File: config.mk
export PLATFORM = sky130hd
export DESIGN_NAME = vga_tile_scanout
export DESIGN_NICKNAME = d
export VERILOG_FILES = /design/src/rtl/vga_tile_scanout.sv
export SDC_FILE = /design/constraint.sdc
export NUM_CORES = 1
export LEC_CHECK = 0
export BUFFER_PORTS_ARGS = -buffer_cell sky130_fd_sc_hd__buf_2
export CORE_AREA = 2 2 84 86
export DETAILED_ROUTE_END_ITERATION = 8
export DIE_AREA = 0 0 86 88
export GPL_TIMING_DRIVEN = 1
export MAX_ROUTING_LAYER = met4
export PLACE_DENSITY = 0.47
export SETUP_SLACK_MARGIN = 0.5
export SKIP_LAST_GASP = 1
export SYNTH_ARGS = -nofsm -noshare
export SYNTH_HDL_FRONTEND = slang
export SYNTH_SLANG_ARGS = --single-unit
export TNS_END_PERCENT = 30
File: constraint.sdc
create_clock -name Clock -period 4.4 [get_ports Clock]
set_clock_uncertainty 0.15 [all_clocks]
set_input_delay 0.88 -clock Clock [delete_from_list [all_inputs] [get_ports Clock]]
set_output_delay 0.88 -clock Clock [all_outputs]
set_load 0.02 [all_outputs]
File: src/rtl/vga_tile_scanout.sv
// vga_tile_scanout: VGA timing generator and tile-map scanout for the video RAM.
// Stage A (_p0) holds the pixel counters and drives the RAM address; stage B (_p1)
// registers colour, syncs and the visible flag one pixel period later, so that
// the registered RAM read has settled by the time stage B captures it.
module vga_tile_scanout #(
    parameter int PIX_DIV = 2,
    parameter int H_VIS   = 640,
    parameter int H_FP    = 16,
    parameter int H_SW    = 96,
    parameter int H_BP    = 48,
    parameter int V_VIS   = 480,
    parameter int V_FP    = 10,
    parameter int V_SW    = 2,
    parameter int V_BP    = 33
) (
    input  logic       Clock,
    input  logic       Reset,
    input  logic       iEnable,
    input  logic [4:0] iScrollX,
    output logic [9:0] oReadAddress,
    input  logic [2:0] iReadData,
    output logic       oRed,
    output logic       oGreen,
    output logic       oBlue,
    output logic       oHSync,
    output logic       oVSync,
    output logic [9:0] oColumnCount,
    output logic [9:0] oRowCount,
    output logic       oVisible,
    output logic       oFrameStart
);

    localparam int H_TOT = H_VIS + H_FP + H_SW + H_BP;
    localparam int V_TOT = V_VIS + V_FP + V_SW + V_BP;
    localparam int DIV_W = (PIX_DIV > 1) ? $clog2(PIX_DIV) : 1;

    localparam logic [DIV_W-1:0] DIV_LAST = DIV_W'(PIX_DIV - 1);
    localparam logic [9:0] COL_LAST = 10'(H_TOT - 1);
    localparam logic [9:0] ROW_LAST = 10'(V_TOT - 1);
    localparam logic [9:0] COL_VIS  = 10'(H_VIS);
    localparam logic [9:0] ROW_VIS  = 10'(V_VIS);
    localparam logic [9:0] HS_FIRST = 10'(H_VIS + H_FP);
    localparam logic [9:0] HS_LAST  = 10'(H_VIS + H_FP + H_SW - 1);
    localparam logic [9:0] VS_FIRST = 10'(V_VIS + V_FP);
    localparam logic [9:0] VS_LAST  = 10'(V_VIS + V_FP + V_SW - 1);

    // Tile column plus scroll offset; the 32-column map wraps around mod 32.
    function automatic logic [4:0] wrap_tile_col(input logic [4:0] col_tile,
                                                 input logic [4:0] scroll);
        return col_tile + scroll;
    endfunction

    logic [DIV_W-1:0] div_q, div_d;
    logic [9:0]       col_p0_q, col_p0_d;
    logic [9:0]       row_p0_q, row_p0_d;
    logic [4:0]       scroll_p0_q, scroll_p0_d;
    logic             frame_start_q, frame_start_d;
    logic [2:0]       rgb_p1_q, rgb_p1_d;
    logic             hsync_p1_q, hsync_p1_d;
    logic             vsync_p1_q, vsync_p1_d;
    logic             vld_p1_q, vld_p1_d;

    logic tick;
    logic col_last;
    logic row_last;
    logic frame_wrap;
    logic vld_p0;
    logic hsync_p0;
    logic vsync_p0;

    // Next-state logic: pixel divider, stage-A counters, frame-locked scroll, stage-B capture.
    always_comb begin
        tick       = (div_q == DIV_LAST) && iEnable;
        col_last   = (col_p0_q == COL_LAST);
        row_last   = (row_p0_q == ROW_LAST);
        frame_wrap = tick && col_last && row_last;

        vld_p0   = (col_p0_q < COL_VIS) && (row_p0_q < ROW_VIS);
        hsync_p0 = ~((col_p0_q >= HS_FIRST) && (col_p0_q <= HS_LAST));
        vsync_p0 = ~((row_p0_q >= VS_FIRST) && (row_p0_q <= VS_LAST));

        div_d = div_q;
        if (iEnable) begin
            div_d = (div_q == DIV_LAST) ? '0 : div_q + DIV_W'(1);
        end

        // stage A: raster position of the pixel currently being fetched
        col_p0_d    = col_p0_q;
        row_p0_d    = row_p0_q;
        scroll_p0_d = scroll_p0_q;
        if (tick) begin
            if (col_last) begin
                col_p0_d = '0;
                row_p0_d = row_last ? '0 : row_p0_q + 10'd1;
            end else begin
                col_p0_d = col_p0_q + 10'd1;
            end
        end
        if (frame_wrap) begin
            scroll_p0_d = iScrollX;
        end
        frame_start_d = frame_wrap;

        // stage B: the previous stage-A pixel, with its RAM data now valid
        rgb_p1_d   = rgb_p1_q;
        hsync_p1_d = hsync_p1_q;
        vsync_p1_d = vsync_p1_q;
        vld_p1_d   = vld_p1_q;
        if (tick) begin
            rgb_p1_d   = vld_p0 ? iReadData : 3'b000;
            hsync_p1_d = hsync_p0;
            vsync_p1_d = vsync_p0;
            vld_p1_d   = vld_p0;
        end
    end

    // State registers; asynchronous reset restarts the raster at (0,0) with syncs idle.
    always_ff @(posedge Clock or posedge Reset) begin
        if (Reset) begin
            div_q         <= '0;
            col_p0_q      <= '0;
            row_p0_q      <= '0;
            scroll_p0_q   <= '0;
            frame_start_q <= 1'b0;
            rgb_p1_q      <= 3'b000;
            hsync_p1_q    <= 1'b1;
            vsync_p1_q    <= 1'b1;
            vld_p1_q      <= 1'b0;
        end else begin
            div_q         <= div_d;
            col_p0_q      <= col_p0_d;
            row_p0_q      <= row_p0_d;
            scroll_p0_q   <= scroll_p0_d;
            frame_start_q <= frame_start_d;
            rgb_p1_q      <= rgb_p1_d;
            hsync_p1_q    <= hsync_p1_d;
            vsync_p1_q    <= vsync_p1_d;
            vld_p1_q      <= vld_p1_d;
        end
    end

    assign oReadAddress = {row_p0_q[8:4], wrap_tile_col(col_p0_q[9:5], scroll_p0_q)};
    assign oColumnCount = col_p0_q;
    assign oRowCount    = row_p0_q;
    assign oRed         = rgb_p1_q[2];
    assign oGreen       = rgb_p1_q[1];
    assign oBlue        = rgb_p1_q[0];
    assign oHSync       = hsync_p1_q;
    assign oVSync       = vsync_p1_q;
    assign oVisible     = vld_p1_q;
    assign oFrameStart  = frame_start_q;

endmodule
# After elaboration in Yosys (flattened, before gate mapping)

Cells that the tools add are included.

Bits in registers: 33
Output and inout port bits: 37

Mux-type cells: 4
Order comparisons: 6
Equality and inequality tests: 2
Bitwise gates (word level): 2
Reductions and logical operators: 7
$add $sub $neg: 4

Operators with widths:

| cell                    | number |
|---|---|
| $add A10 B1 Y10 const B | 2 |
| $eq A10 B10 Y1 const B  | 2 |
| $mux W10                | 2 |
| $ge A10 B10 Y1 const B  | 1 |
| $ge A10 B9 Y1 const B   | 1 |
| $le A10 B10 Y1 const B  | 1 |
| $le A10 B9 Y1 const B   | 1 |
| $lt A10 B10 Y1 const B  | 1 |
| $lt A10 B9 Y1 const B   | 1 |
| $logic_and A1 B1 Y1     | 6 |
| $add A5 B5 Y5           | 1 |
| $mux W3                 | 1 |
| $not A1 Y1              | 2 |
| $reduce_and A2 Y1       | 1 |
| $add A1 B1 Y1 const B   | 1 |
| $mux W1                 | 1 |

# Logic depth before layout (Yosys ltp)

Gate-level depths: netlist (run 1).

Depth after elaboration: 3
Depth in mapped cells: 7

# Least setup slack after synthesis (run 1)

Ideal clock, no wire load.

Path type: reg2out
From: register col_p0_q[5] (netlist: oColumnCount[5])
To: output oReadAddress[4]
Cell stages (with the launch flop): 8
Slack: 1.598 ns
Arrival: 1.772 ns
Required time: 3.370 ns
Path through: dfrtp_1 ha_1 inv_1 fa_1 inv_1 a21o_1 a21oi_1 xnor2_1

Cells in the longest elaborated chain, start to end: 1

RTL lines:

| what                     | RTL line | text |
|---|---|---|
| start: declaration       | 54       | `logic [9:0] col_p0_q, col_p0_d;` |
| start signal: assignment | 131      | `col_p0_q <= col_p0_d;` |
| $add A5 B5 Y5            | 50       | `return col_tile + scroll;` |
| end: declaration         | 20       | `output logic [9:0] oReadAddress,` |

No other way between the ends.

# Worst setup path after layout (run 1)

Same ends and word-level chain as after synthesis.

==> results of run 1 <==
==> layout make-up <==
type / count / area share [%]
sequential: 33 / 37.3
timing repair buffer: 48 / 10.9
inverter: 11 / 1.86
multi-input combinational: 118 / 39.3
tap: 80 / 4.51
clock buffer: 5 / 3.10
clock inverter: 3 / 2.93
==> stage by stage <==
step                std cells  utilization [%]  power [mW]  hold WS [ns]
floorplan                 172                -       0.483         0.335
global placement          290             31.4       0.537         0.310
detailed placement        290             31.4       0.540         0.311
CTS                       298             33.4       0.890         0.338
global route              298             33.4       0.930         0.371
finish                    298             33.4       0.873         0.332
==> flip-flops by register name, indices dropped and copies added (netlist names) <==
register	flops
oColumnCount	10
oVisible	1
oFrameStart	1
oRowCount	10
scroll_p0_q	5
div_q	1
rgb_p1_q	3
oHSync	1
oVSync	1
==> cells in the mapped netlist, drive strengths merged <==
cell type / n
clkbuf: 3
and2: 3
fa: 1
nor4: 3
nor4b: 1
dfstp: 2
o31ai: 1
nor3: 4
xor2: 8
a31oi: 1
a2bb2oi: 1
inv: 11
o21ai: 7
o211ai: 1
or4: 1
nor4bb: 1
mux2: 5
nand2: 14
ha: 8
or2: 1
buf: 7
and4: 3
o22ai: 1
a211oi: 1
a21o: 4
a22o: 3
nor2: 8
nand4: 6
nand3: 9
o21a: 1
dfrtp: 31
nor2b: 1
and3: 7
xnor2: 8
a21oi: 4
or3: 1
==> worst min path at each step <==
stage	startpoint	endpoint	slack (ns)	depth (start not counted)
floorplan	scroll_p0_q[0]$_DFFE_PP0P_	scroll_p0_q[0]$_DFFE_PP0P_	0.33	1
global placement	oVisible$_DFFE_PP0P_	oVisible$_DFFE_PP0P_	0.31	1
detailed placement	oVisible$_DFFE_PP0P_	oVisible$_DFFE_PP0P_	0.31	1
CTS	oVisible$_DFFE_PP0P_	oVisible$_DFFE_PP0P_	0.34	1
global route	oHSync$_DFFE_PP1P_	oHSync$_DFFE_PP1P_	0.37	2
finish	oVisible$_DFFE_PP0P_	oVisible$_DFFE_PP0P_	0.33	1
==> cell usage in the layout, fill, tap and decap left out, drive strengths merged <==
cell / n
nor4b: 1
dfrtp: 31
nand3: 9
nor2: 8
nand2: 14
a21o: 4
a211oi: 1
or3: 1
dfstp: 2
nor4bb: 1
nor3: 4
fa: 1
or4: 1
a22o: 3
buf: 48
and2: 3
nand4: 6
and3: 7
xor2: 8
clkinv: 1
o211ai: 1
ha: 8
a2bb2oi: 1
or2: 1
a21oi: 4
nor2b: 1
o31ai: 1
and4: 3
inv: 11
o21a: 1
o21ai: 7
clkbuf: 5
xnor2: 8
nor4: 3
bufinv: 2
o22ai: 1
mux2: 5
a31oi: 1
==> where the power goes <==
group,switching (mW),internal [mW],total (mW),leakage (nW)
Clock,0.120,0.225,0.345,0.0681
Sequential,0.0434,0.337,0.381,0.424
Combinational,0.0931,0.0540,0.147,0.679
Total,0.257,0.616,0.873,1.17
==> logic make-up (layout without fill, tap and decap cells) <==
logic type                 count (synthesis)  after routing  share of synthesized area (%)
adders and majority gates                  9              9                           6.64
AOI/OAI and AO/OA                         25             25                           9.00
xor gates and xnor gates                  16             16                           7.75
buffers and inverters                     21             67                           5.95
muxes                                      5              5                           3.11
DFF                                       33             33                           45.8
and+or+nand+nor                           63             63                           21.7
==> per-layer routing <==
layer / routed length (µm) / up-vias / track usage (%) / part of all wire [%]
li1: - / 688 / - / -
met1: 2120 / 639 / 17.0 / 50
met2: 1850 / 36 / 17.5 / 44
met3: 196 / 5 / 3.02 / 4.6
met4: 61 / 0 / 5.19 / 1.4
met5: 0 / - / - / 0
==> summary.txt, run 1 <==
Cells and area
  – Fraction of layout cells with a size suffix above 1: 32.1%
  – Register area: 828 µm²
  – Area of the multi-input gates: approximately 870 µm²
  – Ant diodes: 0
  – Synth-to-Final Area Change: 22.7%
  – # nets final: ~240
  – Fillcell total: roughly 700
  – Design area: 0.00222 mm²

CTS
  – Clock Tree Root: clkbuf_8
  – Clock sinks: 33
  – CTS tree: done
  – Setup Buffers After CTS: 0
  – H-Tree Level Count: 2
  – CTS buffer count: 5
  – CTS Buffer Depth: 2
  – Clock latency on the worst-skew pair: 0.29 ns
  – Number of gates given a new drive strength after cts: 0
  – Clk pin slew, worst setup/hold paths: about 0.070 ns
  – Hold Buf Count CTS: 0

Drt
  – DRT iter0 DRCs: 40
  – Antenna viol nets, final: 0
  – DR pass1 iterations: 4
  – Routed len/inst: between 10 and 15 µm
  – DRC Markers: 0
  – Final WL: around 4200 µm
  – Total number of vias: 1,368
  – Vias per cell: between 4 and 5

Die
  – Row count: 30
  – Initial Utilization: 27.2%
  – Core ar.: 0.00664 mm²
  – Chip Width: ~86 µm
  – I/O pin count: 48
  – Die Y: a little under 90 µm
  – Die Area: between 0.007 and 0.008 mm²

Synth
  – Synth top area cells: dfrtp_1, ha_1, xnor2_1
  – Syn Area/Cell: 10.5 µm²
  – Post-Syn Area: ~0.0018 mm²
  – Yosys warning total: 0
  – Synth cell types: 43
  – Sequential element share of the synthesized area: a little under half
  – Syn nets: roughly 190
  – Synth top area share: between 40% and 50%
  – Yosys top cell by area: dfrtp_1
  – Number of synthesized register bits: 33
  – Synth Instances: 172

Critical path
  – Setup Crit Path Kind: reg -> out
  – Worst path max stage delay: between 0.4 and 0.5 ns
  – CP bufs+invs: 3
  – Critical Path Start: oColumnCount[5]$_DFFE_PP0P_
  – Critical Path RT: about 3.4 ns
  – Top Family by Delay on Critical Path: adder cells
  – Crit. path cell count: 8
  – Worst EP arrival: 1.92 ns
  – CP max FO: 7
  – Worst reg2reg path depth: 6
  – CP max stage cell: dfrtp_1
  – Reg2Reg Setup Slack: about 2.0 ns
  – Startpoint Class: register
  – Critical path endpoint category: output pin
  – Most common cell on crit path: inv_1
  – RR Startpoint: oRowCount[1]$_DFFE_PP0P_
  – Crit-path cells: ha_1, inv_1, fa_1, inv_1, a21o_1, a21oi_1, xnor2_1, buf_2
  – Critical Path Sink: oReadAddress[4]
  – R2R Path End: scroll_p0_q[0]$_DFFE_PP0P_

Timing
  – Final cycle utilization of the critical path: between 60 and 70%
  – Slew HR: approximately 47%
  – Slew @ Worst Pin: a little under 0.8 ns
  – Final setup fails: 0
  – Min setup slack post-route: between 1 and 1.5 ns
  – Final Max Tran Viols: 0
  – Final setup TNS: 0 ns
  – RSZ-0062 raised after global routing: false
  – Fin crit period: about 3.0 ns
  – Hold Violations, Final: 0
  – Max Fclk: roughly 340 MHz

Placement
  – Placed instance area: around 0.0021 mm²
  – DPL Wire Length: approximately 3000 µm
  – Number of port buffers: 47
  – Pre-CTS setup slack: roughly 1.7 ns
  – Routability congestion estimate: 0.767

Power
  – P_leak: 1.17 nW
  – Max IR drop VDD: roughly 0.13 mV
  – Pwr Density: just under 400 mW/mm²

Outcome
  – Outcome: finished, final reports clean

Global route
  – Largest net degree at the start of global routing: 34
  – Total gr overflow: 0
  – Gr usage total: 12.4%
  – First-pass GRT wire length: slightly below 7000 µm
  – Vias in the first global route: about 1,300
  – Initial antenna violation count: 0

Min path
  – Worst Hold Class: reg -> reg

Flow run
  – Max-cap violations: 0
Power figures use the tool's default switching activity.
==> run 2: changes to the inputs <==
- PLACE_DENSITY: 0.47 -> 0.48
- clock period: 4.4 -> 2.5 ns (I/O delays scaled with it)
==> summary.txt, run 2 (same netlist as run 1, synthesis figures left out) <==
Outcome
  – Outcome: finished, final reports clean

CTS
  – CTS Buffer Depth: 2
  – H-Tree Level Count: 2
  – CTS buffer count: 5
  – Clock latency on the worst-skew pair: around 0.29 ns
  – Clock Tree Root: clkbuf_8
  – Clk pin slew, worst setup/hold paths: 0.08 ns
  – Clock sinks: 33
  – CTS tree: done
  – Hold Buf Count CTS: 0

Timing
  – RSZ-0062 raised after global routing: true
  – Fin crit period: between 2 and 2.5 ns
  – Final cycle utilization of the critical path: 96.1%
  – Slew HR: roughly 60%
  – Final Max Tran Viols: 0
  – Final setup TNS: 0 ns
  – Slew @ Worst Pin: 0.604 ns
  – Max Fclk: between 400 and 500 MHz
  – Hold Violations, Final: 0
  – Final setup fails: 0

Cells and area
  – Register area: between 800 and 900 µm²
  – Commonest non-fill, non-tap cell in the layout: buf_2
  – Fillcell total: between 600 and 700
  – Commonest cells after routing, fill and taps aside: buf_2, dfrtp_1, nand2_1
  – Fraction of layout cells with a size suffix above 1: approximately 45%
  – Area of the multi-input gates: roughly 970 µm²
  – # nets final: approximately 250
  – Ant diodes: 0
  – Design area: around 0.0024 mm²
  – Synth-to-Final Area Change: 33.8%
  – Non-Filler Instances: 309

Drt
  – Final WL: approximately 4300 µm
  – DRC Markers: 0
  – DR pass1 iterations: 4
  – Antenna viol nets, final: 0
  – DRT iter0 DRCs: 75
  – Total number of vias: 1,437
  – Routed len/inst: 14.0 µm
  – Vias per cell: ~4.7

Power
  – Switching power: 0.480 mW
  – Max IR drop VDD: ~0.25 mV
  – Logic gate share of total power: between 10% and 20%
  – Pwr Density: about 630 mW/mm²
  – Sw Share: between 30% and 40%
  – P_leak: 1.23 nW
  – Clock network fraction of total power: between 30 and 40%
  – Seq pwr share: around 45%
  – Internal power: around 1.0 mW

Critical path
  – Crit-path cells: ha_4, inv_2, fa_2, inv_2, a21o_1, a21oi_2, xnor2_2, buf_4
  – Worst EP arrival: between 1.5 and 2 ns
  – Critical Path RT: 1.85 ns
  – Worst path max stage delay: approximately 0.43 ns
  – Startpoint Class: register
  – CP max FO: 2
  – Setup Crit Path Kind: reg -> out
  – Critical path endpoint category: output pin
  – Critical Path Start: oColumnCount[5]$_DFFE_PP0P_
  – Most common cell on crit path: inv_2
  – RR Startpoint: oColumnCount[6]$_DFFE_PP0P_
  – CP max stage cell: dfrtp_2

Placement
  – DPL Wire Length: roughly 3200 µm
  – Inst Count DP: 295
  – Placed instance area: 0.00218 mm²
  – Routability congestion estimate: between 0.7 and 0.8
  – Number of port buffers: between 40 and 50

Global route
  – Gr usage total: approximately an eighth
  – Largest net degree at the start of global routing: 21
  – Vias in the first global route: ~1,400
  – First-pass GRT wire length: just over 7000 µm
  – Initial antenna violation count: 0
  – Total gr overflow: 0

Die
  – I/O pin count: 48
  – Core ar.: 0.00664 mm²
  – Row count: 30
  – Chip Width: approximately 86 µm
  – Initial Utilization: a little over a quarter
  – Die Y: roughly 88 µm
  – Die Area: roughly 0.0076 mm²

Min path
  – Worst Hold Class: in -> async

Flow run
  – Max-cap violations: 0
-- run 2: stage by stage --
step | hold WS [ns] | setup WS [ns] | util, % | total power [mW]
after floorplan | 0.335 | 0.341 | - | 0.857
after global placement | 0.305 | 0.297 | 32.8 | 0.964
after detailed placement | 0.319 | 0.271 | 32.8 | 0.966
after CTS | 0.139 | 0.0732 | 35.3 | 1.51
after global routing | 0.162 | 0.0110 | 36.4 | 1.59
final | 0.111 | 0.0982 | 36.4 | 1.52
-- run 2: timing repair --
item,CTS,global route
setup buffers,3,3
gates resized for setup,6,12
pin swaps,9,8
endpoints found under the setup margin,9,18
-- run 2: power by group through the flow --
stage / clock, mW / combinational [mW] / sequential [mW]
after detailed placement: 0 / 0.278 / 0.688
after floorplan: 0 / 0.136 / 0.721
final: 0.538 / 0.301 / 0.683
after global routing: 0.568 / 0.330 / 0.697
after CTS: 0.552 / 0.285 / 0.676
after global placement: 0 / 0.278 / 0.686
-- run 2: critical path, delay by kind of cell (launching register included) --
kind | cells | cell delay (ns)
AOI/OAI and AO/OA | 2 | 0.32
adders and majority gates | 2 | 0.37
buffers and inverters | 3 | 0.22
DFF | 1 | 0.43
xor gates and xnor gates | 1 | 0.12
-- run 2: layout make-up --
cell class | count | area share (%)
Clock inverter | 2 | 1.55
Clock buffer | 6 | 3.41
Tap cell | 80 | 4.14
Multi-Input combinational cell | 118 | 40.0
Sequential cell | 33 | 34.5
Inverter | 11 | 1.71
Timing Repair Buffer | 59 | 14.7
-- run 2: layer usage --
metal | up-vias | track usage (%) | routed length, µm
li1 | 713 | - | -
met1 | 672 | 16.6 | 2220
met2 | 47 | 18.2 | 1860
met3 | 5 | 2.83 | 195
met4 | 0 | 4.76 | 46
met5 | - | - | 0
-- run 2: final timing paths --
| path | endpoint | slack [ns] | depth (start not counted) |
|---|---|---|---|
| setup / recovery | oReadAddress[4] | 0.1 | 8 |
| hold / removal | scroll_p0_q[3]$_DFFE_PP0P_ | 0.11 | 2 |
| setup reg to reg | oRowCount[7]$_DFFE_PP0P_ | 0.46 | 5 |
| hold reg to reg | oVisible$_DFFE_PP0P_ | 0.33 | 1 |
| max in group asynchronous | oHSync$_DFFE_PP1P_ | 1.48 | 3 |
| min in group Clock | rgb_p1_q[1]$_DFFE_PP0P_ | 0.27 | 2 |
